[src/rtl/hazard3_timer_pkg.sv]
// rtl/hazard3_timer_pkg.sv - shared register map, hart limits and address decode for the machine timer
package hazard3_timer_pkg;

    localparam int MAX_HARTS  = 8;
    localparam int HART_IDX_W = 3;
    localparam int HART_SHIFT = 3;

    localparam logic [15:0] HART_STRIDE    = 16'(1 << HART_SHIFT);
    localparam logic [15:0] ADDR_CTRL      = 16'h0000;
    localparam logic [15:0] ADDR_PRESCALE  = 16'h0004;
    localparam logic [15:0] ADDR_MTIME     = 16'h0008;
    localparam logic [15:0] ADDR_MTIMEH    = 16'h000c;
    localparam logic [15:0] ADDR_MTIMECMP  = 16'h0010;
    localparam logic [15:0] ADDR_CMP_END   = ADDR_MTIMECMP + 16'(MAX_HARTS) * HART_STRIDE;

    typedef enum logic [2:0] {
        SEL_NONE,
        SEL_CTRL,
        SEL_PRESCALE,
        SEL_MTIME,
        SEL_MTIMEH,
        SEL_CMP,
        SEL_CMPH
    } reg_sel_e;

    typedef struct packed {
        reg_sel_e              sel;
        logic [HART_IDX_W-1:0] hart;
    } reg_dec_t;

    // Compare registers sit in a strided window; the low word of each pair is
    // at the stride boundary and the high word 4 bytes above it.
    function automatic reg_dec_t decode_addr(input logic [15:0] addr);
        reg_dec_t    dec;
        logic [15:0] ofs;
        dec.sel  = SEL_NONE;
        dec.hart = '0;
        ofs      = addr - ADDR_MTIMECMP;
        if (addr == ADDR_CTRL) begin
            dec.sel = SEL_CTRL;
        end else if (addr == ADDR_PRESCALE) begin
            dec.sel = SEL_PRESCALE;
        end else if (addr == ADDR_MTIME) begin
            dec.sel = SEL_MTIME;
        end else if (addr == ADDR_MTIMEH) begin
            dec.sel = SEL_MTIMEH;
        end else if (addr >= ADDR_MTIMECMP && addr < ADDR_CMP_END && addr[1:0] == 2'b00) begin
            dec.hart = HART_IDX_W'(ofs >> HART_SHIFT);
            dec.sel  = ofs[2] ? SEL_CMPH : SEL_CMP;
        end
        return dec;
    endfunction

endpackage

[src/rtl/hazard3_sync_1bit.sv]
// rtl/hazard3_sync_1bit.sv - multi-flop synchroniser for a single asynchronous bit
// Ports: clk, rst (async active-high), d_i async input, q_o synchronised output.
module hazard3_sync_1bit #(
    parameter int N_STAGES = 2
) (
    input  logic clk,
    input  logic rst,
    input  logic d_i,
    output logic q_o
);

    logic [N_STAGES-1:0] sync_q;

    always_ff @(posedge clk or posedge rst) begin
        if (rst) begin
            sync_q <= '0;
        end else begin
            sync_q <= {sync_q[N_STAGES-2:0], d_i};
        end
    end

    assign q_o = sync_q[N_STAGES-1];

endmodule

[src/rtl/hazard3_timer_cmp.sv]
// rtl/hazard3_timer_cmp.sv - one hart's 64-bit mtimecmp register and registered timer interrupt
// Ports: clk, rst, wr_lo_i/wr_hi_i half write strobes, wdata_i write data,
//        mtime_i current mtime, cmp_o compare value for readback, irq_o interrupt.
module hazard3_timer_cmp (
    input  logic        clk,
    input  logic        rst,
    input  logic        wr_lo_i,
    input  logic        wr_hi_i,
    input  logic [31:0] wdata_i,
    input  logic [63:0] mtime_i,
    output logic [63:0] cmp_o,
    output logic        irq_o
);

    logic [63:0] cmp_q, cmp_d;
    logic        irq_q, irq_d;

    // The interrupt compares against the registered compare value, so a
    // compare write becomes visible on the interrupt one cycle later still.
    always_comb begin
        cmp_d = cmp_q;
        if (wr_lo_i) cmp_d[31:0]  = wdata_i;
        if (wr_hi_i) cmp_d[63:32] = wdata_i;
        irq_d = (mtime_i >= cmp_q);
    end

    always_ff @(posedge clk or posedge rst) begin
        if (rst) begin
            cmp_q <= '1;
            irq_q <= 1'b0;
        end else begin
            cmp_q <= cmp_d;
            irq_q <= irq_d;
        end
    end

    assign cmp_o = cmp_q;
    assign irq_o = irq_q;

endmodule

[src/rtl/hazard3_riscv_timer_mh.sv]
// rtl/hazard3_riscv_timer_mh.sv - multi-hart RISC-V machine timer with APB register access
// Ports: clk, rst (async active-high); APB paddr/psel/penable/pwrite/pwdata in,
//        prdata/pready/pslverr out; dbg_halt freezes counting; tick timebase;
//        timer_irq one registered interrupt per hart.
// Optional prescaler enabled by defining HAZARD3_TIMER_PRESCALER_EN.
module hazard3_riscv_timer_mh
    import hazard3_timer_pkg::*;
#(
    parameter int N_HARTS     = 1,
    parameter int TICK_IS_NRZ = 0,
    parameter int PRESCALE_W  = 16
) (
    input  logic               clk,
    input  logic               rst,
    input  logic [15:0]        paddr,
    input  logic               psel,
    input  logic               penable,
    input  logic               pwrite,
    input  logic [31:0]        pwdata,
    output logic [31:0]        prdata,
    output logic               pready,
    output logic               pslverr,
    input  logic               dbg_halt,
    input  logic               tick,
    output logic [N_HARTS-1:0] timer_irq
);

    reg_dec_t dec;
    logic     bus_wr;
    logic     tick_evt, tick_qual, mtime_inc;
    logic     en_q, en_d;
    logic [63:0] mtime_q, mtime_d;
    logic [63:0] cmp_val [N_HARTS];
    logic [PRESCALE_W-1:0] prescale_rd;

    assign dec     = decode_addr(paddr);
    assign bus_wr  = psel && penable && pwrite;
    assign pready  = 1'b1;
    assign pslverr = 1'b0;

    // An NRZ tick is asynchronous: every toggle after synchronisation is one event.
    generate
        if (TICK_IS_NRZ != 0) begin : g_nrz
            logic tick_sync, tick_prev_q;
            hazard3_sync_1bit #(.N_STAGES(2)) u_sync (
                .clk (clk),
                .rst (rst),
                .d_i (tick),
                .q_o (tick_sync)
            );
            always_ff @(posedge clk or posedge rst) begin
                if (rst) tick_prev_q <= 1'b0;
                else     tick_prev_q <= tick_sync;
            end
            assign tick_evt = tick_sync ^ tick_prev_q;
        end else begin : g_level
            assign tick_evt = tick;
        end
    endgenerate

    assign tick_qual = tick_evt && en_q && !dbg_halt;

`ifdef HAZARD3_TIMER_PRESCALER_EN
    logic [PRESCALE_W-1:0] prescale_q, prescale_d, pcnt_q, pcnt_d;

    // Counter runs 0..prescale; a divider write restarts it and swallows a coincident tick.
    always_comb begin
        prescale_d = prescale_q;
        pcnt_d     = pcnt_q;
        mtime_inc  = 1'b0;
        if (bus_wr && dec.sel == SEL_PRESCALE) begin
            prescale_d = pwdata[PRESCALE_W-1:0];
            pcnt_d     = '0;
        end else if (tick_qual) begin
            if (pcnt_q == prescale_q) begin
                pcnt_d    = '0;
                mtime_inc = 1'b1;
            end else begin
                pcnt_d = pcnt_q + PRESCALE_W'(1);
            end
        end
    end

    always_ff @(posedge clk or posedge rst) begin
        if (rst) begin
            prescale_q <= '0;
            pcnt_q     <= '0;
        end else begin
            prescale_q <= prescale_d;
            pcnt_q     <= pcnt_d;
        end
    end

    assign prescale_rd = prescale_q;
`else
    assign mtime_inc   = tick_qual;
    assign prescale_rd = '0;
`endif

    // A half-word write overrides only its half; the other half keeps the incremented value.
    always_comb begin
        en_d = en_q;
        if (bus_wr && dec.sel == SEL_CTRL) en_d = pwdata[0];
        mtime_d = mtime_q + {63'd0, mtime_inc};
        if (bus_wr && dec.sel == SEL_MTIME)  mtime_d[31:0]  = pwdata;
        if (bus_wr && dec.sel == SEL_MTIMEH) mtime_d[63:32] = pwdata;
    end

    always_ff @(posedge clk or posedge rst) begin
        if (rst) begin
            en_q    <= 1'b1;
            mtime_q <= '0;
        end else begin
            en_q    <= en_d;
            mtime_q <= mtime_d;
        end
    end

    generate
        for (genvar h = 0; h < N_HARTS; h++) begin : g_hart
            hazard3_timer_cmp u_cmp (
                .clk     (clk),
                .rst     (rst),
                .wr_lo_i (bus_wr && dec.sel == SEL_CMP  && dec.hart == HART_IDX_W'(h)),
                .wr_hi_i (bus_wr && dec.sel == SEL_CMPH && dec.hart == HART_IDX_W'(h)),
                .wdata_i (pwdata),
                .mtime_i (mtime_q),
                .cmp_o   (cmp_val[h]),
                .irq_o   (timer_irq[h])
            );
        end
    endgenerate

    // Harts beyond N_HARTS match no loop iteration and therefore read zero.
    always_comb begin
        prdata = '0;
        case (dec.sel)
            SEL_CTRL:     prdata = {31'd0, en_q};
            SEL_PRESCALE: prdata = 32'(prescale_rd);
            SEL_MTIME:    prdata = mtime_q[31:0];
            SEL_MTIMEH:   prdata = mtime_q[63:32];
            SEL_CMP, SEL_CMPH: begin
                for (int h = 0; h < N_HARTS; h++) begin
                    if (dec.hart == HART_IDX_W'(h)) begin
                        prdata = (dec.sel == SEL_CMPH) ? cmp_val[h][63:32] : cmp_val[h][31:0];
                    end
                end
            end
            default:      prdata = '0;
        endcase
    end

endmodule
[config.mk]
export PLATFORM = sky130hd
export DESIGN_NAME = hazard3_riscv_timer_mh
export DESIGN_NICKNAME = d
export VERILOG_FILES = /design/src/rtl/hazard3_timer_pkg.sv /design/src/rtl/hazard3_sync_1bit.sv /design/src/rtl/hazard3_timer_cmp.sv /design/src/rtl/hazard3_riscv_timer_mh.sv
export SDC_FILE = /design/constraint.sdc
export NUM_CORES = 1
export LEC_CHECK = 0
export BUFFER_PORTS_ARGS = -buffer_cell sky130_fd_sc_hd__buf_2
export CORE_ASPECT_RATIO = 1.4
export CORE_UTILIZATION = 51
export DETAILED_ROUTE_END_ITERATION = 12
export HOLD_SLACK_MARGIN = 0.05
export PLACE_DENSITY_LB_ADDON = 0.3
export SYNTH_ARGS = -nofsm -noshare
export SYNTH_HDL_FRONTEND = slang
export SYNTH_SLANG_ARGS = --single-unit
[constraint.sdc]
create_clock -name clk -period 6 [get_ports clk]
set_input_delay 0.3 -clock clk [delete_from_list [all_inputs] [get_ports clk]]
set_output_delay 0.3 -clock clk [all_outputs]
set_load 0.02 [all_outputs]
==> results of run 1 <==
per-stage QoR:
stage / instance area, um2 / hold slack, ns / utilization / total power, mW
after detailed placement: 9117 / 0.4963 / 0.5614 / 0.9553
after CTS: 9687 / 0.06294 / 0.5965 / 1.974
after floorplan: 8542 / 0.3940 / - / 0.9165
final: 9687 / 0.01775 / 0.5965 / 1.963
after global placement: 9117 / 0.4920 / 0.5614 / 0.9542
after global routing: 9687 / 0.09003 / 0.5965 / 2.017
cell families after synthesis:
| kind of cell | Yosys count | synth area share |
|---|---|---|
| simple gates | 332 | 0.1914 |
| compound gates | 184 | 0.1345 |
| flops | 130 | 0.3904 |
| buf+inv | 119 | 0.05742 |
| fa+ha+maj | 69 | 0.1011 |
| xor+xnor | 61 | 0.06255 |
| mux | 37 | 0.06181 |
| other cells | 2 | 0.0008792 |
state kept, by name, summed over array words and instances (netlist names):
register / flops
g_hart.u_cmp.cmp_o: 64
g_hart.u_cmp.irq_o: 1
mtime_q: 64
en_q: 1
worst paths after layout:
check	start	to	slack, ns
max	en_q$_DFFE_PP1P_	mtime_q[58]$_DFF_PP0_	2.71
min in group clk	pwdata[7]	g_hart[0].u_cmp.cmp_o[7]$_DFFE_PP1P_	0.10
max reg2reg	en_q$_DFFE_PP1P_	mtime_q[58]$_DFF_PP0_	2.71
min	rst	mtime_q[27]$_DFF_PP0_	0.02
max in group asynchronous	rst	mtime_q[11]$_DFF_PP0_	4.62
min reg2reg	g_hart[0].u_cmp.cmp_o[8]$_DFFE_PP1P_	g_hart[0].u_cmp.cmp_o[8]$_DFFE_PP1P_	0.51
critical path: stages (launching register included):
cell and delay (ns):
dfstp_2 0.53, nand2_1 0.05, nor2_1 0.09, ha_1 0.22, ha_1 0.20, nand3_1 0.17
nand4b_1 0.37, nor3_4 0.76, nand3_1 0.24, or3_1 0.36, a31oi_1 0.19
routing by layer:
layer	part of all wire	wire length, um	vias to the layer above
li1	-	-	3440
met1	0.41	9131	3502
met2	0.51	11370	218
met3	0.043	965	58
met4	0.035	786	0
met5	0	0	-
cell type report:
class	count	area share
inverter	76	0.02971
timing repair buffer	96	0.05192
clock buffer	26	0.05050
tap	199	0.02570
clock inverter	6	0.008267
multi-input combinational	685	0.4897
sequential	130	0.3442
layout by cell type (no fill, tap or decap), types with 42 or more instances in the layout:
cell type	instances
buf_2	87
nand2_1	122
inv_1	75
xor2_1	42
ha_1	69
dfstp_2	65
dfrtp_1	65
a21oi_1	77
nor2_1	80
o21ai_0	42
power by group:
part	switching, mW	internal [mW]
combinational	0.0433	0.0171
sequential	0.000169	0.880
clock	0.381	0.642
==> summary.txt, run 1 <==
status: finished, violations left
failing checks: design-rule violations
Core ar.: 16,240 um2
FP Rows: 55
# placed instances: 1,186
vias in the first global route: 7,374
DR vias: 7,218
setup bufs post-CTS: 0
ant diodes: 0
fmax: 304.2 MHz
unrepaired setup endpoints after global routing: false
syn nets: 1,058
largest net degree at the start of global routing: 68
share of cells above drive strength 1: 0.2375
Post-synth ARST share: 1.000
Startpoint Class: flop
routed wire length: 22.25 mm
Slew headroom: 0.2287
Max-Cap Viols: 0
Peak supply drop: 0.1664 mV
post-cts resize count: 0
initial antenna violation count: 0
Hold Buf Count CTS: 0
crit path capture type: flop
CTS Buf Count: 17
dpl hpwl: 15.54 mm
synthesized area: 8542 um2
total grt overflow: 0
Final nets: 1,130
post-synthesis instance total: 934
Hold Violations, Final: 0
Worst Skew: 0.008743 ns
cell with the most instances after synthesis: nand2_1
DRC Markers: 4
Port Buf Inserts: 87
H-tree levels: 4
top cells by area, synth: dfstp_2 20%, dfrtp_1 19%, ha_1 10%
Global Route met2 Usage: 0.4830
number of synthesized flops with an enable pin: 0
die span in y: 155.1 um
Final ANT Viol Nets: 0
starting density of the core: 0.5260
Multi-input gate area: 4743 um2
CP max FO: 17
TritonRoute pass-1 iters: 10
Cell Count, Final, Fillers Out: 1,218
Power Density: 202.6 nW/um2
Hold WC Path Type: in -> async
Initial DRC Count: 472
Synth Warn #: 0
Worst Tran Pin Value: 1.148 ns
Yosys reg bits: 130
die area: 17,280 um2
commonest register cell after synthesis: dfstp_2
WL/cell: 18.27 um
top cells by count, synth: 122 x nand2_1, 80 x nor2_1, 77 x a21oi_1
Yosys top cell area share: 0.1999
Final period util: 0.5479
Root Buffer: clkbuf_16
register area share after synthesis: 0.3904
register area: 3334 um2
CTS clock-pin slew for the worst setup and hold paths: 0.05 ns
synth-to-layout area growth: 13.40%
most area-hungry cell type in the Yosys netlist: dfstp_2
Data arrival, critical path: 3.63 ns
R2R cell count: 10
Setup violations, final: 0
GR Util met1: 0.3299
Yosys cell types: 49
DR vias/cell: 5.926
Setup TNS: 0 ns
CTS tree: built
syn avg cell area: 9.146 um2
Worst Slack Setup Final: 2.713 ns
# fillers: 1,448
Place WS: 2.722 ns
fin crit period: 3.287 ns
Die X: 111.4 um
CTS Buffer Depth: 2
GR Layer Usage met3: 0.03545
io pins: 90
first-pass GRT wire length: 37.21 mm
Worst EP required: 6.34 ns
Tot GR Track Use: 0.2752
GRT busiest layer: met2
Max Slew Vio Count: 0
LEAKAGE: 4.842 nW
Clock Latency Late Sink: 0.43 ns
Sink Count: 130
CP Class: reg -> reg
GPL Wtd Cong: 0.8265
Note: power is estimated with default switching activity, not from simulation.
==> run 2, diff against run 1 <==
--- a/config.mk
+++ b/config.mk
@@ -5,6 +5,7 @@
 export SDC_FILE = /design/constraint.sdc
 export NUM_CORES = 1
 export LEC_CHECK = 0
+export ABC_AREA = 1
 export BUFFER_PORTS_ARGS = -buffer_cell sky130_fd_sc_hd__buf_2
 export CORE_ASPECT_RATIO = 1.4
 export CORE_UTILIZATION = 51
==> constraint.sdc (replaced) <==
create_clock -name clk -period 3 [get_ports clk]
set_input_delay 0.15 -clock clk [delete_from_list [all_inputs] [get_ports clk]]
set_output_delay 0.15 -clock clk [all_outputs]
set_load 0.02 [all_outputs]
==> run 2 against run 1 <==
The run now ends clean. Clock skew increased by 0.00053 ns. Final area increased by 19%. Critical path type is now in -> out. Clock power increased by 110%. Final cell count increased by 44%.
==> summary.txt, run 2 <==
Post-synth ARST share: 1.000 (unchanged)
most frequent cells in the layout: 369 x nand2_1, 173 x inv_1, 99 x nor2_1, 97 x nand3_1, 87 x buf_2 (was 122 x nand2_1, 87 x buf_2, 80 x nor2_1, 77 x a21oi_1, 75 x inv_1)
number of synthesized flops with an enable pin: 0 (unchanged)
syn avg cell area: 7.214 um2 (was 9.146 um2)
CTS clock-pin slew for the worst setup and hold paths: 0.06 ns (was 0.05 ns)
Slew headroom: 0.2789 (was 0.2287)
Clock Latency Late Sink: 0.43 ns (about the same)
FP Rows: 60 (was 55)
DRC Markers: 0 (was 4)
critical-path cell list: buf_2 > inv_1 > ha_1 > nand3_2 > inv_2 > nand2_1 > nor2_1 > nand2_2 > clkinv_1 > a22oi_1 > nand2_1 > buf_2 (was nand2_1 > nor2_1 > ha_1 > ha_1 > nand3_1 > nand4b_1 > nor3_4 > nand3_1 > or3_1 > a31oi_1)
crit path capture type: output pin (was flop)
first-pass GRT wire length: 54.23 mm (was 37.21 mm)
Worst Skew: 0.009272 ns (was 0.008743 ns)
slowest stage delay, CP: 0.86 ns (was 0.76 ns)
top cells by area, synth: dfstp_2 17%, dfrtp_1 16%, nand2_1 14% (was dfstp_2 20%, dfrtp_1 19%, ha_1 10%)
CP Class: in -> out (was reg -> reg)
Data arrival, critical path: 2.61 ns (was 3.63 ns)
Final nets: 1,623 (was 1,130)
Sink Count: 130 (unchanged)
top cells by count, synth: 369 x nand2_1, 174 x inv_1, 99 x nor2_1 (was 122 x nand2_1, 80 x nor2_1, 77 x a21oi_1)
Yosys reg bits: 130 (unchanged)
post-synthesis instance total: 1,381 (was 934)
CP bufs+invs: 5 (was 0)
cell with the most instances after synthesis: nand2_1 (unchanged)
die span in y: 167.4 um (was 155.1 um)
Yosys cell types: 44 (was 49)
dpl hpwl: 26.62 mm (was 15.54 mm)
most common cell after layout, fill and taps aside: nand2_1 (unchanged)
starting density of the core: 0.5204 (was 0.5260)
CTS tree: built (unchanged)
post-cts resize count: 0 (unchanged)
Power Density: 354.5 nW/um2 (was 202.6 nW/um2)
Final period util: 0.9204
largest net degree at the start of global routing: 70 (was 68)
share of cells above drive strength 1: 0.1839 (was 0.2375)
Hold Violations, Final: 0 (unchanged)
fin crit period: 2.761 ns
Max-Cap Viols: 0 (unchanged)
most area-hungry cell type in the Yosys netlist: dfstp_2 (unchanged)
H-tree levels: 4 (unchanged)
fin area: 11,570 um2 (was 9687 um2)
die area: 20,100 um2 (was 17,280 um2)
Worst EP required: 2.85 ns (was 6.34 ns)
Largest delay share family, worst path: buffers and inverters (was simple AND/OR/NAND/NOR gates)
DR vias: 9,859 (was 7,218)
syn nets: 1,505 (was 1,058)
CTS Buf Count: 17 (unchanged)
commonest register cell after synthesis: dfstp_2 (unchanged)
# fillers: 1,821 (was 1,448)
Setup TNS: 0 ns (unchanged)
synth-to-layout area growth: 16.10% (was 13.40%)
Yosys top cell area share: 0.1714 (was 0.1999)
WL/cell: 19.48 um (was 18.27 um)
Peak supply drop: 0.3580 mV (was 0.1664 mV)
CP max FO: 25 (was 17)
fmax: 362.2 MHz
Core ar.: 19,140 um2 (was 16,240 um2)
Worst Tran Pin Value: 1.075 ns (was 1.148 ns)
register area share after synthesis: 0.3347 (was 0.3904)
routed wire length: 34.28 mm (was 22.25 mm)
synthesized area: 9962 um2 (was 8542 um2)
final core occ: 0.6042 (was 0.5965)
DR vias/cell: 5.602 (was 5.926)
setup bufs post-CTS: 0 (unchanged)
CTS Buffer Depth: 2 (unchanged)
Tot GR Track Use: 0.3566 (was 0.2752)
Hold Buf Count CTS: 31 (was 0)
Synth Warn #: 0 (unchanged)
Hold WC Path Type: in -> reg (was in -> async)
vias in the first global route: 9,927 (was 7,374)
GPL Wtd Cong: 1.002 (was 0.8265)
Max Slew Vio Count: 0 (unchanged)
Max stage delay cell, worst path: clkinv_1 (was nor3_4)
TritonRoute pass-1 iters: 5 (was 10)
Die X: 120.1 um (was 111.4 um)
Startpoint Class: input pin (was flop)
Final ANT Viol Nets: 0 (unchanged)
io pins: 90 (unchanged)
total grt overflow: 0 (unchanged)
initial antenna violation count: 0 (unchanged)
ant diodes: 0 (unchanged)
Port Buf Inserts: 87 (unchanged)
LEAKAGE: 5.345 nW (was 4.842 nW)
Post-DP Area: 10,660 um2 (was 9117 um2)
Initial DRC Count: 699 (was 472)
Root Buffer: clkbuf_16 (unchanged)
status: finished clean (was finished, violations left)
Setup violations, final: 0 (unchanged)
unrepaired setup endpoints after global routing: false (unchanged)
==> run 2: changes by cell type after synthesis, moves of 16 or more <==
cell and change:
a21oi_1 -38, o21ai_0 +29, and3_1 -18, mux2_4 -30, inv_1 +98, nor2_1 +19
a22oi_1 +27, clkbuf_1 -16, o21ai_1 +30, nor3_1 +30, a222oi_1 -31, nand2_1 +247
nand3_1 +64, o21ai_2 +33
==> run 2: through the flow <==
stage | setup WS (ns) | cells | total power, mW | hold WS (ns)
floorplan | 0.6614 | 1381 | 1.858 | 0.2667
global placement | 0.3890 | 1697 | 1.928 | 0.2413
detailed placement | 0.2491 | 1697 | 1.929 | 0.2443
CTS | 0.2496 | 1760 | 4.119 | 0.05175
global route | 0.1097 | 1760 | 4.214 | 0.05755
finish | 0.2388 | 1760 | 4.100 | 0.05887
==> run 2: final cells by class <==
cell class / instances / area (um2) / area share
timing repair buffer: 144 / 965.9 / 0.08351
sequential: 130 / 3334 / 0.2883
tap: 248 / 310.3 / 0.02683
clock inverter: 9 / 132.6 / 0.01147
multi-input combinational: 1023 / 5664 / 0.4897
clock buffer: 23 / 467.9 / 0.04046
inverter: 183 / 690.7 / 0.05971
==> run 2: logic make-up after synthesis <==
family,count (synthesis),share of synthesized area
AND/OR/NAND/NOR,677,0.2998
buffers and inverters,228,0.09671
AO/OA/AOI/OAI,222,0.1348
flip-flops,130,0.3347
adder cells (fa/ha/maj),69,0.08666
XOR/XNOR,53,0.04660
other,2,0.0007539
==> run 2: final timing paths <==
path / startpoint / end / slack (ns) / cells after the start
setup / recovery: paddr[4] / prdata[24] / 0.24 / 12
hold / removal: pwdata[0] / g_hart[0].u_cmp.cmp_o[0]$_DFFE_PP1P_ / 0.06 / 3
setup reg to reg: en_q$_DFFE_PP1P_ / mtime_q[50]$_DFF_PP0_ / 0.32 / 14
hold reg to reg: g_hart[0].u_cmp.cmp_o[46]$_DFFE_PP1P_ / g_hart[0].u_cmp.cmp_o[46]$_DFFE_PP1P_ / 0.48 / 2
max in group asynchronous: rst / g_hart[0].u_cmp.cmp_o[51]$_DFFE_PP1P_ / 1.74 / 4
min in group asynchronous: rst / mtime_q[61]$_DFF_PP0_ / 0.34 / 3
==> run 2: metal layers <==
layer | part of all wire | vias to the layer above | track usage
li1 | - | 4757 | -
met1 | 0.40 | 4695 | 0.4133
met2 | 0.52 | 319 | 0.6454
met3 | 0.040 | 88 | 0.04700
met4 | 0.040 | 0 | 0.1587
met5 | 0 | - | 0
==> run 2: where the power goes <==
part           switching [mW]  internal, mW  total, mW
clock                   0.817          1.35       2.17
combinational           0.109        0.0650      0.173
sequential           0.000212          1.76       1.76
==> run 2: tightest hold or removal path, stage by stage <==
cell and delay [ns]:
buf_2 0.10, inv_1 0.16, o21ai_2 0.08
==> run 3, diff against run 2 <==
--- a/config.mk
+++ b/config.mk
@@ -9,6 +9,7 @@
 export BUFFER_PORTS_ARGS = -buffer_cell sky130_fd_sc_hd__buf_2
 export CORE_ASPECT_RATIO = 1.4
 export CORE_UTILIZATION = 51
+export CTS_BUF_LIST = sky130_fd_sc_hd__clkbuf_8 sky130_fd_sc_hd__clkbuf_16
 export DETAILED_ROUTE_END_ITERATION = 12
 export HOLD_SLACK_MARGIN = 0.05
 export PLACE_DENSITY_LB_ADDON = 0.3
==> run 3 against run 2 <==
Maximum frequency rose by 0.14%. Clock power barely moved. Sequential cell count did not move. Hold slack improved by 0.0047 ns. Clock skew rose by 0.0019 ns. Final cell count did not move. Critical path type unchanged. Wire length barely moved. Highest routed layer unchanged. Sequential power barely moved. Non-clock buffer count did not move. Core utilization did not move. Global-route usage did not move. Register-to-register slack barely moved. Largest cell class unchanged.
==> summary.txt, run 3 (synthesis gave the netlist of run 2 again) <==
io pins: 90 (unchanged)
Post-DP Area: 10,660 um2 (unchanged)
Die X: 120.1 um (unchanged)
Power Density: 354.1 nW/um2 (was 354.5 nW/um2)
share of cells above drive strength 1: 0.1839 (unchanged)
Port Buf Inserts: 87 (unchanged)
Final period util: 0.9191 (was 0.9204)
Max-Cap Viols: 0 (unchanged)
Hold WS: 0.06357 ns (was 0.05887 ns)
Worst Slack Setup Final: 0.2428 ns (was 0.2388 ns)
Worst Tran Pin Value: 1.070 ns (was 1.075 ns)
Slew headroom: 0.2823 (was 0.2789)
fin crit period: 2.757 ns (was 2.761 ns)
Total Power: 4.095 mW (was 4.100 mW)
most common cell after layout, fill and taps aside: nand2_1 (unchanged)
Hold Buf Count CTS: 31 (unchanged)
GPL Wtd Cong: 1.002 (unchanged)
total grt overflow: 0 (unchanged)
starting density of the core: 0.5204 (unchanged)
initial antenna violation count: 0 (unchanged)
Core ar.: 19,140 um2 (unchanged)
Startpoint Class: input pin (unchanged)
first-pass GRT wire length: 54.23 mm (unchanged)
crit path capture type: output pin (unchanged)
Setup violations, final: 0 (unchanged)
# placed instances: 1,697 (unchanged)
status: finished clean (unchanged)
CTS tree: built (unchanged)
setup bufs post-CTS: 0 (unchanged)
FP Rows: 60 (unchanged)
CP max FO: 25 (unchanged)
slowest stage delay, CP: 0.86 ns (about the same)
Cell Count, Final, Fillers Out: 1,760 (unchanged)
post-cts resize count: 0 (unchanged)
synth-to-layout area growth: 16.10% (unchanged)
Worst EP required: 2.85 ns (about the same)
Root Buffer: clkbuf_16 (unchanged)
Clock Latency Late Sink: 0.43 ns (about the same)
CTS Buffer Depth: 2 (unchanged)
fin area: 11,570 um2 (unchanged)
TritonRoute pass-1 iters: 7 (was 5)
CTS Buf Count: 17 (unchanged)
H-tree levels: 4 (unchanged)
die area: 20,100 um2 (unchanged)
die span in y: 167.4 um (unchanged)
Setup TNS: 0 ns (unchanged)
Max stage delay cell, worst path: clkinv_1 (unchanged)
# fillers: 1,821 (unchanged)
Worst Skew: 0.01121 ns (was 0.009272 ns)
dpl hpwl: 26.62 mm (unchanged)
final core occ: 0.6042 (unchanged)
most frequent cells in the layout: 369 x nand2_1, 177 x inv_1, 99 x nor2_1, 97 x nand3_1, 87 x buf_2 (was 369 x nand2_1, 173 x inv_1, 99 x nor2_1, 97 x nand3_1, 87 x buf_2)
Tot GR Track Use: 0.3566 (unchanged)
fmax: 362.7 MHz (was 362.2 MHz)
Max Slew Vio Count: 0 (unchanged)
ant diodes: 0 (unchanged)
Data arrival, critical path: 2.61 ns (about the same)
LEAKAGE: 5.362 nW (was 5.345 nW)
Hold WC Path Type: in -> reg (unchanged)
Initial DRC Count: 665 (was 699)
Peak supply drop: 0.3566 mV (was 0.3580 mV)
Sink Count: 130 (unchanged)
unrepaired setup endpoints after global routing: false (unchanged)
DRC Markers: 0 (unchanged)
WL/cell: 19.47 um (was 19.48 um)
largest net degree at the start of global routing: 70 (unchanged)
Place WS: 0.2491 ns (unchanged)
CP Class: in -> out (unchanged)
routed wire length: 34.27 mm (was 34.28 mm)
vias in the first global route: 9,927 (unchanged)
DR vias: 9,867 (was 9,859)
DR vias/cell: 5.606 (was 5.602)
Final ANT Viol Nets: 0 (unchanged)
Hold Violations, Final: 0 (unchanged)
CTS clock-pin slew for the worst setup and hold paths: 0.06 ns (about the same)
Final nets: 1,623 (unchanged)
critical-path cell list: buf_2 > inv_1 > ha_1 > nand3_2 > inv_2 > nand2_1 > nor2_1 > nand2_2 > clkinv_1 > a22oi_1 > nand2_1 > buf_2 (unchanged)
-- run 3: changes by cell type in the layout (fill, tap and decap cells not counted), sizes merged --
cell | before | now
clkbuf | 23 | 19
inv | 181 | 185
-- run 3: area by class of cell --
class,count,area (um2),share of cell area
Clock buffer,19,452.9,0.03916
Clock inverter,13,147.6,0.01277
Tap cell,248,310.3,0.02683
Timing Repair Buffer,144,965.9,0.08351
Sequential cell,130,3334,0.2883
Multi-Input combinational cell,1023,5664,0.4897
Inverter,183,690.7,0.05971
-- run 3: power breakdown --
part / switching [mW] / internal, mW
registers: 0.000213 / 1.76
logic: 0.108 / 0.0650
clock network: 0.826 / 1.34
total: 0.934 / 3.16
-- run 3: path summary, 6_finish.rpt --
| kind | startpoint | to | slack, ns | depth (start not counted) |
|---|---|---|---|---|
| max | paddr[4] | prdata[24] | 0.24 | 12 |
| min | pwdata[0] | g_hart[0].u_cmp.cmp_o[0]$_DFFE_PP1P_ | 0.06 | 3 |
| max reg2reg | en_q$_DFFE_PP1P_ | mtime_q[50]$_DFF_PP0_ | 0.33 | 14 |
| min reg2reg | g_hart[0].u_cmp.cmp_o[55]$_DFFE_PP1P_ | g_hart[0].u_cmp.cmp_o[55]$_DFFE_PP1P_ | 0.48 | 2 |
| max in group asynchronous | rst | g_hart[0].u_cmp.cmp_o[51]$_DFFE_PP1P_ | 1.74 | 4 |
| min in group asynchronous | rst | mtime_q[61]$_DFF_PP0_ | 0.34 | 3 |
-- run 3: worst max-delay path: cells and delay by family --
kind	cells	cell delay (ns)
AOI/OAI and AO/OA	1	0.52
adders and majority gates	1	0.20
buffers and inverters	5	1.25
and+or+nand+nor	5	0.48
-- run 3: routing by layer --
metal	GRT usage	share of wire	vias to the layer above	wire length [um]
met3	0.04700	0.037	85	1266
met2	0.6454	0.52	291	17970
met4	0.1587	0.039	0	1348
met5	0	0	-	0
li1	-	-	4764	-
met1	0.4133	0.40	4727	13690
